--- config.mk ---
export PLATFORM = sky130hd
export DESIGN_NAME = pipe_ctrl
export DESIGN_NICKNAME = d
export VERILOG_FILES = /design/src/rtl/pipe_ctrl.sv
export SDC_FILE = /design/constraint.sdc
export NUM_CORES = 1
export LEC_CHECK = 0
export BUFFER_PORTS_ARGS = -buffer_cell sky130_fd_sc_hd__buf_4
export CAP_MARGIN = 20
export CORE_ASPECT_RATIO = 0.8
export CORE_UTILIZATION = 26
export CTS_BUF_LIST = sky130_fd_sc_hd__clkbuf_4 sky130_fd_sc_hd__clkbuf_8
export DETAILED_ROUTE_END_ITERATION = 12
export GPL_ROUTABILITY_DRIVEN = 0
export PLACE_DENSITY = 0.85
export SLEW_MARGIN = 20
export SYNTH_ARGS = -nofsm -noshare
export SYNTH_HDL_FRONTEND = slang
export SYNTH_SLANG_ARGS = --single-unit
--- constraint.sdc ---
create_clock -name clk -period 1.9 [get_ports clk]
set_clock_uncertainty 0.2 [all_clocks]
set_input_delay 0.38 -clock clk [delete_from_list [all_inputs] [get_ports clk]]
set_output_delay 0.38 -clock clk [all_outputs]
set_load 0.05 [all_outputs]
--- src/rtl/pipe_ctrl.sv ---
// Pipeline stall/bubble/flush/freeze control with syscall RUN/PAUSE/HALT state machine.
// Define PIPE_CTRL_PERF_EN to build the saturating statistics counter bank.
module pipe_ctrl #(
  parameter int unsigned STAGES  = 5,
  parameter int unsigned RESOLVE = 2,
  parameter int unsigned CNT_W   = 32
) (
  input  logic                clk,
  input  logic                rst,
  input  logic                load_use,
  input  logic                redirect,
  input  logic                mem_req,
  input  logic                mem_ready,
  input  logic                syscall_wb,
  input  logic [31:0]         syscall_code,
  input  logic                resume,
  input  logic                exe_valid,
  input  logic                exe_uncond,
  input  logic                exe_cond,
  input  logic                exe_taken,
  input  logic [2:0]          cnt_sel,
  output logic                pc_en,
  output logic [STAGES-2:0]   stage_en,
  output logic [STAGES-2:0]   stage_flush,
  output logic                halted,
  output logic                paused,
  output logic [CNT_W-1:0]    cnt_out
);

  localparam int unsigned NREG = STAGES - 1;
  localparam logic [31:0] CODE_HALT  = 32'h0000_000A;
  localparam logic [31:0] CODE_PAUSE = 32'h0000_0032;
  // Registers upstream of the resolving stage hold wrong-path instructions.
  localparam logic [NREG-1:0] REDIRECT_MASK = NREG'((64'd1 << RESOLVE) - 64'd1);

  typedef enum logic [1:0] {
    ST_RUN   = 2'd0,
    ST_PAUSE = 2'd1,
    ST_HALT  = 2'd2
  } state_t;

  state_t state, state_nxt;
  logic   halt_trig, pause_trig, freeze, mem_wait, advance;

  assign halt_trig  = (state == ST_RUN) && syscall_wb && (syscall_code == CODE_HALT);
  assign pause_trig = (state == ST_RUN) && syscall_wb && (syscall_code == CODE_PAUSE);
  assign freeze     = halt_trig || pause_trig || (state == ST_HALT) ||
                      ((state == ST_PAUSE) && !resume);
  assign mem_wait   = mem_req && !mem_ready;
  assign advance    = !rst && !freeze && !mem_wait;

  always_ff @(posedge clk) begin
    if (rst) state <= ST_RUN;
    else     state <= state_nxt;
  end

  always_comb begin
    state_nxt = state;
    case (state)
      ST_RUN: begin
        if (halt_trig)       state_nxt = ST_HALT;
        else if (pause_trig) state_nxt = ST_PAUSE;
      end
      ST_PAUSE: if (resume) state_nxt = ST_RUN;
      ST_HALT:  state_nxt = ST_HALT;
      default:  state_nxt = ST_RUN;
    endcase
  end

  // Priority: reset > freeze/wait > redirect > load-use bubble > normal.
  always_comb begin
    pc_en       = 1'b1;
    stage_en    = '1;
    stage_flush = '0;
    if (rst) begin
      pc_en       = 1'b0;
      stage_en    = '0;
      stage_flush = '1;
    end else if (freeze || mem_wait) begin
      pc_en    = 1'b0;
      stage_en = '0;
    end else if (redirect) begin
      stage_flush = REDIRECT_MASK;
    end else if (load_use) begin
      pc_en          = 1'b0;
      stage_en[0]    = 1'b0;
      stage_flush[1] = 1'b1;
    end
  end

  assign halted = (state == ST_HALT);
  assign paused = (state == ST_PAUSE);

`ifdef PIPE_CTRL_PERF_EN
  logic [CNT_W-1:0] cnt_q [6];
  logic [5:0]       cnt_inc;

  assign cnt_inc[0] = (state == ST_RUN) && advance;
  assign cnt_inc[1] = advance && exe_valid && exe_uncond;
  assign cnt_inc[2] = advance && exe_valid && exe_cond;
  assign cnt_inc[3] = advance && exe_valid && exe_cond && exe_taken;
  assign cnt_inc[4] = (state == ST_RUN) && !freeze && (mem_wait || (load_use && !redirect));
  assign cnt_inc[5] = advance && redirect;

  // Saturating counters: hold at all-ones.
  always_ff @(posedge clk) begin
    for (int i = 0; i < 6; i++) begin
      if (rst)
        cnt_q[i] <= '0;
      else if (cnt_inc[i] && (cnt_q[i] != {CNT_W{1'b1}}))
        cnt_q[i] <= cnt_q[i] + CNT_W'(1);
    end
  end

  always_comb begin
    cnt_out = '0;
    case (cnt_sel)
      3'd0:    cnt_out = cnt_q[0];
      3'd1:    cnt_out = cnt_q[1];
      3'd2:    cnt_out = cnt_q[2];
      3'd3:    cnt_out = cnt_q[3];
      3'd4:    cnt_out = cnt_q[4];
      3'd5:    cnt_out = cnt_q[5];
      default: cnt_out = '0;
    endcase
  end
`else
  logic unused_perf;
  assign unused_perf = ^{exe_valid, exe_uncond, exe_cond, exe_taken, cnt_sel, advance};
  assign cnt_out     = '0;
`endif

endmodule

==> impl_summary.txt <==
----------------------------------------------------
[Finish]
  Layout Area Growth over Synthesis ... 75.1%
  Most flop-heavy register ... state
  Antenna cell count ... 0
  Flip-flop count of the largest register, all copies and words added ... 2
  Final cell utilization of the core ... 0.497
  Ratio of cells with drive above 1 in the final layout ... 0.559
  Number of nets in the layout ... 176
  Largest regs ... state: 2 flops
  Fillers ... 191

[Timing]
  Endpoints failing hold ... 0
  Maximum frequency from static timing analysis ... 443 MHz
  # setup viols final ... 7
  Number of pins with negative max-slew slack in the final report ... 0
  Post-layout worst setup margin ... -358 ps
  Final sum of negative setup slack ... -2420 ps
  Tcrit/Tclk final ... 1.19
  Worst hold slack ... 255 ps
  Unrepaired setup endpoints after global routing ... yes
  Final Critical Period ... 2260 ps

[Worst setup path]
  Slowest CP cell ... sky130_fd_sc_hd__dfxtp_2
  Critical path type ... reg -> out
  Worst r2r dst ... state[0]
  Delay of the slowest cell on the worst path ... 310 ps
  End point of the critical path ... stage_flush[1]
  Crit-path max FO ... 5
  Critical path data required time ... 1320 ps
  Dominant cell type by count on the critical path ... sky130_fd_sc_hd__buf_6
  Internal reg-to-reg setup slack ... 230 ps
  Number of cells traversed by the worst register-to-register path ... 5
  Reg2reg start ... state[1]
  Arrival @ worst endpoint ... 1680 ps
  Sequence of cells on the critical path ... nor4b_2 -> nand4_1 -> nor4b_4 -> buf_6 -> o21ai_2 -> buf_6
  Critical path launch point ... state[1]
  Kind of end point of the critical path ... output pin
  Nature of the critical path startpoint ... register

[Status]
  Run status ... finished, violations left
  Failing checks ... setup timing

[Routing]
  Routed wire length per instance ... 9.99 um
  Number of remaining DRC errors ... 0
  Antenna viol nets, final ... 0
  Total routed wirelength ... 1510 um
  Total iterations of the first detailed-routing run ... 4
  Via density per instance ... 3.97
  Initial detailed-routing violation count ... 2
  Total number of vias ... 599

[Global routing]
  Highest-utilization routing layer at the global route stage ... met2
  Met1 Use GR ... 0.131
  Number of antenna violations at the first check in global routing ... 0
  Largest net degree at the start of global routing ... 6
  GR Layer Usage met2 ... 0.260
  Vias in the first global route ... 539
  Remaining global-route overflow ... 0
  Global router's overall resource usage ... 0.132
  Met3 Track Usage GR ... 0.0466
  First-pass GRT wire length ... 2190 um

[Clocking]
  Clock Tree Root ... sky130_fd_sc_hd__clkbuf_4
  Number of buffers created by CTS ... 3
  Clk sink count ... 2
  CTS tree ... built
  Later-pin clock latency in the skew report ... 220 ps
  H-tree lvl count ... 1
  Maximum clock path buffer count ... 2
  CTS clock-pin slew for the worst setup and hold paths ... 30 ps
  Post-CTS Hold Fix Bufs ... 0

[Power and ir drop]
  VDD IR-drop max ... 0.000247 V
  Power per cell area ... 461 nW/um2
  Total net switching power ... 245 uW
  Switching Fraction ... 0.550
  Sequential Power Share ... 0.095
  Cell internal power dissipation ... 201 uW
  Part of the total power dissipated in combinational logic ... 0.696
  Static power due to leakage ... 0.502 nW
  Share of power burned in the clock network ... 0.209

[Synthesis]
  #FFs+latches synth ... 2
  Share of synthesized flip-flops with an asynchronous set or reset ... 0
  Count of different cell masters after synthesis ... 22
  Synthesis warning total ... 0
  Part of the Yosys area used for sequential elements ... 0.0726
  Count of mapped cells out of synthesis ... 75
  Post-synth design cell area ... 552 um2
  Number of enable-type register cells in the synthesized netlist ... 0
  Primary flip-flop cell chosen by synthesis mapping ... sky130_fd_sc_hd__dfxtp_1
  Average cell area after synthesis ... 7.36 um2

[Placement]
  Setup slack at placement ... -425 ps
  Placed wire-length estimate ... 1230 um
  Number of buffers added on ports ... 50

[Die]
  Horiz. Die Dim ... 53.5 um
  Std cell rows ... 14
  Effective utilization at floorplan ... 0.284
  # IOs ... 90
  Die span in y ... 43.2 um
  Area enclosed by the die boundary ... 2310 um2
  Area of the core ... 1940 um2

[Flow run]
  Total of max-cap violations ... 0

[Worst hold path]
  Hold/Removal Path Class ... in -> reg

----------------------------------------------------
synth_stat cells, types with 2 or more instances:
cell	n	share of area
sky130_fd_sc_hd__nor3_1	4	0.036
sky130_fd_sc_hd__nor2b_1	2	0.023
sky130_fd_sc_hd__nor2_1	3	0.020
sky130_fd_sc_hd__o21ai_0	4	0.036
sky130_fd_sc_hd__nand2b_1	2	0.023
sky130_fd_sc_hd__buf_4	37	0.50
sky130_fd_sc_hd__nand2_1	2	0.014
sky130_fd_sc_hd__nand4_1	2	0.023
sky130_fd_sc_hd__dfxtp_1	2	0.073
sky130_fd_sc_hd__nor4_1	5	0.057
metrics by stage:
| step | instances | cell area, um2 | power [mW] |
|---|---|---|---|
| floorplan | 106 | 744 | 0.314 |
| global placement | 147 | 891 | 0.338 |
| detailed placement | 147 | 891 | 0.341 |
| CTS | 151 | 958 | 0.448 |
| global route | 151 | 966 | 0.466 |
| finish | 151 | 966 | 0.446 |
repair_timing:
item / CTS / global route
endpoints found under the setup margin: 7 / 7
gates resized for setup: 10 / 2
pin swaps: 8 / 1
buffers inserted: 1 / 0
routing by layer:
layer | up-vias | wire [um]
li1 | 296 | -
met1 | 258 | 472
met2 | 45 | 858
met3 | 0 | 176
met4 | 0 | 0
met5 | - | 0
power groups by stage:
| stage | clock network [mW] | logic [mW] | registers (mW) |
|---|---|---|---|
| 2_1_floorplan | 0 | 0.271 | 0.0429 |
| 3_5_place_dp | 0 | 0.298 | 0.0429 |
| 3_3_place_gp | 0 | 0.295 | 0.0429 |
| 4_1_cts | 0.0987 | 0.307 | 0.0423 |
| 6_report | 0.0931 | 0.310 | 0.0423 |
| 5_1_grt | 0.100 | 0.324 | 0.0423 |
worst max-delay path, delay by kind of cell, from the launching register on:
| family | cells | cell delay, ps |
|---|---|---|
| AND/OR/NAND/NOR | 3 | 750 |
| flip-flops | 1 | 310 |
| AO/OA/AOI/OAI | 1 | 60 |
| buffers and inverters | 2 | 320 |
cells by family (layout without fill, tap and decap cells):
logic type / count (synthesis) / after routing / share of synthesized area
DFF: 2 / 2 / 0.0726
and+or+nand+nor: 28 / 28 / 0.342
other: 1 / 32 / 0.00680
AOI/OAI and AO/OA: 6 / 6 / 0.0680
buffers and inverters: 38 / 59 / 0.510
cell usage in the layout, fill, tap and decap left out, drive strengths merged, types with 2 or more instances in the layout:
cell type / count
clkbuf: 3
nor3: 4
nand2: 2
nor2: 3
nor4b: 3
o21ai: 4
nand4: 2
dfxtp: 2
conb: 32
nor2b: 2
buf: 55
nor4: 5
nand2b: 2
layout make-up:
class / count / area (um2) / share of cell area
inverters: 1 / 3.75 / 0.00389
flip-flops and latches: 2 / 41.3 / 0.0427
repair buffers: 55 / 450 / 0.466
clock buffers: 3 / 22.5 / 0.0233
multi-input cells: 66 / 418 / 0.433
well taps: 24 / 30.0 / 0.0311
worst min path at each step:
stage                         from       end  slack, ps  depth (start not counted)
final                          rst  state[1]        260                          3
after global routing           rst  state[1]        270                          3
after CTS                      rst  state[1]        230                          3
after detailed placement  state[1]  state[1]        410                          2
after global placement    state[1]  state[1]        400                          2
after floorplan                rst  state[1]        330                          2
Power figures use the tool's default switching activity.
